===== src/rtl/hrange_arbiter.sv =====
// hrange_arbiter: shares one hrange generator between NREQ requesters.
// Each requester owns a command slot. One slot at a time is launched on the
// generator, and its value stream and completion pulse are routed back to it.
// Optional feature: define HRANGE_ARB_RR_EN for round-robin arbitration.
// With the macro undefined, fixed priority applies and the lowest pending
// index wins.
//
// Handshake: req_start[i] is a one-cycle strobe. It is accepted only while
// req_busy[i] is 0; otherwise it is dropped. gen_start pulses for exactly one
// cycle per grant. out_valid/out_ready are one-hot and registered. They lag
// gen_valid/gen_ready by one cycle.
module hrange_arbiter #(
    parameter int NREQ  = 2,
    parameter int WIDTH = 32
) (
    input  logic                      _clock,
    input  logic                      _reset,
    input  logic [NREQ-1:0]           req_start,
    input  logic [NREQ*WIDTH-1:0]     req_base,
    input  logic [NREQ*WIDTH-1:0]     req_limit,
    input  logic [NREQ*WIDTH-1:0]     req_step,
    output logic [NREQ-1:0]           req_busy,
    output logic signed [WIDTH-1:0]   out_0,
    output logic [NREQ-1:0]           out_valid,
    output logic [NREQ-1:0]           out_ready,
    output logic                      gen_start,
    output logic signed [WIDTH-1:0]   gen_base,
    output logic signed [WIDTH-1:0]   gen_limit,
    output logic signed [WIDTH-1:0]   gen_step,
    input  logic signed [WIDTH-1:0]   gen_0,
    input  logic                      gen_valid,
    input  logic                      gen_ready,
    output logic                      o_dbg_state
);

    localparam int IW = (NREQ > 1) ? $clog2(NREQ) : 1;

    typedef enum logic {
        S_IDLE = 1'b0,
        S_RUN  = 1'b1
    } state_t;

    state_t                   r_state;
    logic [NREQ-1:0]          r_busy;
    logic [IW-1:0]            r_grant;
    logic signed [WIDTH-1:0]  r_base  [NREQ];
    logic signed [WIDTH-1:0]  r_limit [NREQ];
    logic signed [WIDTH-1:0]  r_step  [NREQ];
    logic signed [WIDTH-1:0]  r_out_0;
    logic [NREQ-1:0]          r_out_valid;
    logic [NREQ-1:0]          r_out_ready;
    logic                     r_gen_start;
    logic signed [WIDTH-1:0]  r_gen_base;
    logic signed [WIDTH-1:0]  r_gen_limit;
    logic signed [WIDTH-1:0]  r_gen_step;

    logic                     w_found;
    logic [IW-1:0]            w_win;
    logic [NREQ-1:0]          w_grant_oh;

`ifdef HRANGE_ARB_RR_EN
    logic [IW-1:0]            r_rr_ptr;
    int                       w_idx;

    // Round-robin pick: scan starting at the slot after the last grant, with wrap.
    always_comb begin
        w_found = 1'b0;
        w_win   = '0;
        w_idx   = 0;
        for (int k = 1; k <= NREQ; k++) begin
            w_idx = (int'(r_rr_ptr) + k) % NREQ;
            if (!w_found && r_busy[IW'(w_idx)]) begin
                w_found = 1'b1;
                w_win   = IW'(w_idx);
            end
        end
    end

    // The pointer remembers the last granted slot. It resets to NREQ-1 so slot 0 goes first.
    always_ff @(posedge _clock or posedge _reset) begin
        if (_reset) begin
            r_rr_ptr <= IW'(NREQ - 1);
        end else if (r_state == S_IDLE && w_found) begin
            r_rr_ptr <= w_win;
        end
    end
`else
    // Fixed-priority pick: the lowest pending slot index wins.
    always_comb begin
        w_found = 1'b0;
        w_win   = '0;
        for (int i = 0; i < NREQ; i++) begin
            if (!w_found && r_busy[i]) begin
                w_found = 1'b1;
                w_win   = IW'(i);
            end
        end
    end
`endif

    assign w_grant_oh = NREQ'(1) << r_grant;

    // Latch operands into a free slot when its requester strobes.
    always_ff @(posedge _clock or posedge _reset) begin
        if (_reset) begin
            for (int i = 0; i < NREQ; i++) begin
                r_base[i]  <= '0;
                r_limit[i] <= '0;
                r_step[i]  <= '0;
            end
        end else begin
            for (int i = 0; i < NREQ; i++) begin
                if (req_start[i] && !r_busy[i]) begin
                    r_base[i]  <= req_base[i*WIDTH +: WIDTH];
                    r_limit[i] <= req_limit[i*WIDTH +: WIDTH];
                    r_step[i]  <= req_step[i*WIDTH +: WIDTH];
                end
            end
        end
    end

    // Grant FSM. It owns the busy flags and all registered outputs.
    // A slot is never set and cleared in the same cycle: set needs busy=0 and clear needs busy=1.
    always_ff @(posedge _clock or posedge _reset) begin
        if (_reset) begin
            r_state     <= S_IDLE;
            r_busy      <= '0;
            r_grant     <= '0;
            r_out_0     <= '0;
            r_out_valid <= '0;
            r_out_ready <= '0;
            r_gen_start <= 1'b0;
            r_gen_base  <= '0;
            r_gen_limit <= '0;
            r_gen_step  <= '0;
        end else begin
            r_gen_start <= 1'b0;
            r_out_0     <= '0;
            r_out_valid <= '0;
            r_out_ready <= '0;
            for (int i = 0; i < NREQ; i++) begin
                if (req_start[i] && !r_busy[i]) begin
                    r_busy[i] <= 1'b1;
                end
            end
            case (r_state)
                S_IDLE: begin
                    if (w_found) begin
                        r_grant     <= w_win;
                        r_gen_base  <= r_base[w_win];
                        r_gen_limit <= r_limit[w_win];
                        r_gen_step  <= r_step[w_win];
                        r_gen_start <= 1'b1;
                        r_state     <= S_RUN;
                    end
                end
                S_RUN: begin
                    if (gen_valid) begin
                        r_out_0     <= gen_0;
                        r_out_valid <= w_grant_oh;
                    end
                    if (gen_ready) begin
                        r_out_ready      <= w_grant_oh;
                        r_busy[r_grant]  <= 1'b0;
                        r_state          <= S_IDLE;
                    end
                end
                default: r_state <= S_IDLE;
            endcase
        end
    end

    assign req_busy    = r_busy;
    assign out_0       = r_out_0;
    assign out_valid   = r_out_valid;
    assign out_ready   = r_out_ready;
    assign gen_start   = r_gen_start;
    assign gen_base    = r_gen_base;
    assign gen_limit   = r_gen_limit;
    assign gen_step    = r_gen_step;
    assign o_dbg_state = (r_state == S_RUN);

endmodule


===== config.mk =====
export PLATFORM = sky130hd
export DESIGN_NAME = hrange_arbiter
export DESIGN_NICKNAME = d
export VERILOG_FILES = /design/src/rtl/hrange_arbiter.sv
export SDC_FILE = /design/constraint.sdc
export NUM_CORES = 1
export LEC_CHECK = 0
export BUFFER_PORTS_ARGS = -buffer_cell sky130_fd_sc_hd__buf_2
export CAP_MARGIN = 0
export CORE_UTILIZATION = 43
export CTS_BUF_LIST = sky130_fd_sc_hd__clkbuf_2 sky130_fd_sc_hd__clkbuf_4 sky130_fd_sc_hd__clkbuf_8
export CTS_CLUSTER_DIAMETER = 30
export DETAILED_ROUTE_END_ITERATION = 12
export PLACE_DENSITY = 0.7
export SLEW_MARGIN = 20
export SYNTH_ARGS = -nofsm -noshare
export SYNTH_HDL_FRONTEND = slang
export SYNTH_SLANG_ARGS = --single-unit

===== constraint.sdc =====
create_clock -name _clock -period 9.9 [get_ports _clock]
set_input_delay 0.495 -clock _clock [delete_from_list [all_inputs] [get_ports _clock]]
set_output_delay 0.495 -clock _clock [all_outputs]
set_load 0.01 [all_outputs]

==> results by group <==
Outcome
  – Status: finished clean

Pwr
  – Switching Power: 1790 uW
  – Leak Pwr: ~0.0084 uW
  – P_int: roughly 4100 uW
  – Sequential share of power: 41.1%
  – Combinational power share: between 20% and 30%
  – P per Cell Area: roughly 330 nW/um^2
  – Clock power frac: between 30 and 40%
  – Maximum vdd ir drop: about 0.20 mV
  – Switching share of power: 30.7%

Setup path
  – Reg-to-reg startpoint: req_busy[1]
  – Max Fanout on Critical Path: around 100
  – Crit. End Element: flip-flop
  – CP startpoint kind: flip-flop
  – CP arrival: roughly 3.3 ns
  – Worst Path Required: about 10 ns
  – Setup CP Type: flip-flop to flip-flop
  – Reg2reg end: r_limit[1]
  – Reg2reg path depth: 4
  – Crit. Startpoint: req_busy[1]
  – Flop-to-flop setup slack: ~7.0 ns

Logic synthesis
  – Synth Area in XOR/XNOR: 0%
  – Post-synth top cells: dfrtp_1 (329), mux2_2 (130), inv_1 (85), nor3b_1 (83)
  – Cell taking the most area after synthesis: dfrtp_1
  – Post-synthesis compound-gate area fraction: 6.44%
  – Yosys cell types: 28
  – Post-synthesis cell count: around 1000
  – Synth warn: 0
  – Largest cells by area after synthesis: dfrtp_1 (59%), mux2_2 (10%), nor3b_1 (4.4%)
  – Ys flop type: dfrtp_1
  – Post-synth ARST share: 100%
  – Register area share after synthesis: 58.7%
  – Mapped Nets: 1249
  – Post-synthesis mux area share: roughly 16%
  – Mean Syn Cell Area: around 14 um^2
  – Synthesized area: approximately 14000 um^2
  – Top cell type's share of synthesized area: roughly three fifths
  – Most frequent cell after synthesis: dfrtp_1
  – Seq cells post-synth: around 330
  – Post-synthesis adder-cell area fraction: 0%
  – Synth Area in Simple Gates: 12.0%
  – Post-synth EDFFs: 0
  – Main combinational cell family by area after synthesis: multiplexers

Placed design
  – Placed inst area: about 16000 um^2
  – HPWL Detailed: 22300 um
  – # port buffers: 365
  – RD Place Congestion: 0.760

GRT
  – M2 GR Usage: 33.8%
  – GRT Overall Usage: a little over a fifth
  – Vias in the first global route: 10400
  – First-pass GRT wire length: 56200 um
  – Largest net degree at the start of global routing: roughly 120
  – Met1 Usage GRT: a little over a quarter
  – GRT Max-Usage Layer: met2
  – GRT overflow: 0
  – Met3 Use GR: between 7 and 8%
  – Initial antenna violation count: 13

Layout
  – Final Cell Area: about 18000 um^2
  – Share of cells above drive strength 1: roughly half
  – Synth-to-layout area growth: 27.6%
  – Final core occ: 56.3%
  – Nets: between 1500 and 2000

Die
  – Core Box Area: 31800 um^2
  – DIE WIDTH: roughly 180 um
  – Die ar.: about 33000 um^2
  – I/O Pins: about 370
  – Initial Utilization: between 40% and 50%
  – Chip height: about 180 um
  – FP Rows: 65

Route
  – Vias per cell: ~5.1
  – Total number of vias: 9708
  – Routed WL: about 36000 um
  – Antenna-violating nets left: 0
  – WL/cell: 18.8 um
  – Number of remaining DRC errors: 0
  – 1st-pass router iterations: 4
  – Iter 0 DRT Violations: between 400 and 500

Clock network
  – Clk_lat worst skew: 0.59 ns
  – H-tree Lvls: 3
  – CTS tree: built
  – Setup bufs post-CTS: 0
  – Clk buf depth: 3
  – CTS root buf: clkbuf_8
  – Cts bufs inserted: 79
  – Clk sinks: 329
  – Clock transition at the registers of the reported paths: 0.05 ns
  – Post-CTS Hold Fix Bufs: 0
  – Post-CTS Resized: 0

Timing
  – Achievable Freq: about 350 MHz
  – RSZ-0062 raised after global routing: false
  – Actual slew at the worst max-slew pin: 1.11 ns
  – Pins Over Slew Limit: 0
  – Tcrit/Tclk final: 29.1%
  – Period minus WS final: between 2 and 3 ns
  – Rel. slew slack: 25.8%
  – Hold Fails Final Rpt: 0
  – Setup TNS: 0 ns
  – Setup Viol. Count Final: 0
  – Clock Skews: about 0.018 ns

Hold path
  – Hold WC Path Type: input pin to async pin

Run
  – Max Cap Viol: 0
## critical path, stage by stage, from the launching register on
cell     delay, ns
dfrtp_4       0.84
nor2b_4       0.21
buf_4         0.56
buf_4         0.68
mux2_2        0.40
## cells in the final DEF (no fill, tap or decap), types with 2 or more instances in the layout
cell type   count
mux2_2        130
bufinv_16      13
inv_1          84
clkinv_2       10
dfrtp_1       326
nor4b_1        60
a221oi_2       10
nor2b_1        24
inv_6           3
diode_2         5
clkbuf_8       92
or4b_1         13
nor2b_4         2
nand2_1         2
clkinvlp_4     14
o221a_2        12
dfrtp_4         3
nor3b_1        83
a211oi_1       60
and3_1         34
inv_8           2
mux2_1         22
nor2_1          4
mux2_4         40
clkinv_4        3
clkbuf_4        9
buf_2         365
buf_6           2
a221oi_1       13
buf_4           9
## routing by layer
layer  routed length [um]  share of wire, %
met3                 2730               7.7
met4                  920               2.6
met1                15000                42
met2                16900                47
met5                   87              0.24
## power by group through the flow
stage	Clock [uW]	Sequential (uW)	Combinational [uW]
floorplan	0	2330	1110
global placement	0	2400	1500
detailed placement	0	2420	1540
CTS	1960	2410	1550
global route	2030	2490	1670
finish	1910	2400	1530
## metrics by stage
step | power, uW | cells | setup slack [ns] | hold WS (ns)
detailed placement | 3960 | 1741 | 6.68 | 0.477
global placement | 3900 | 1741 | 6.73 | 0.468
finish | 5850 | 1891 | 7.02 | 0.0638
CTS | 5920 | 1886 | 6.95 | 0.0776
global route | 6190 | 1888 | 6.83 | 0.0814
floorplan | 3440 | 1019 | 0.294 | 0.459
## layout make-up
| class | instances | area [um^2] |
|---|---|---|
| Inverter | 85 | 327 |
| Tap cell | 435 | 544 |
| Sequential cell | 329 | 8240 |
| Fill cell | 2686 | 13900 |
| Clock buffer | 101 | 1330 |
| Clock inverter | 44 | 609 |
| Antenna cell | 5 | 12.5 |
| Timing Repair Buffer | 376 | 1920 |
| Multi-Input combinational cell | 516 | 4920 |
## sequential cells by signal, summed over array words and instances (netlist names)
register / count
r_grant: 1
r_limit: 64
r_base: 64
r_step: 64
gen_base: 32
gen_limit: 32
o_dbg_state: 1
out_0: 32
req_busy: 2
out_valid: 2
gen_step: 32
gen_start: 1
out_ready: 2
## how the worst max path moves through the flow
stage	end	slack, ns	cells after the start
2_1_floorplan	gen_base[0]	0.29	1
3_3_place_gp	out_0[20]	6.73	4
3_5_place_dp	out_0[20]	6.68	4
4_1_cts	r_base[9]	6.95	4
5_1_grt	r_limit[1]	6.83	4
6_report	r_limit[1]	7.02	4
## cells by family (layout without fill, tap and decap cells)
| kind of cell | after synthesis | count (layout) |
|---|---|---|
| compound gates | 100 | 100 |
| buf+inv | 174 | 606 |
| flops | 329 | 329 |
| mux | 192 | 192 |
| other cells | 0 | 5 |
| simple gates | 224 | 224 |
Power figures use the tool's default switching activity.
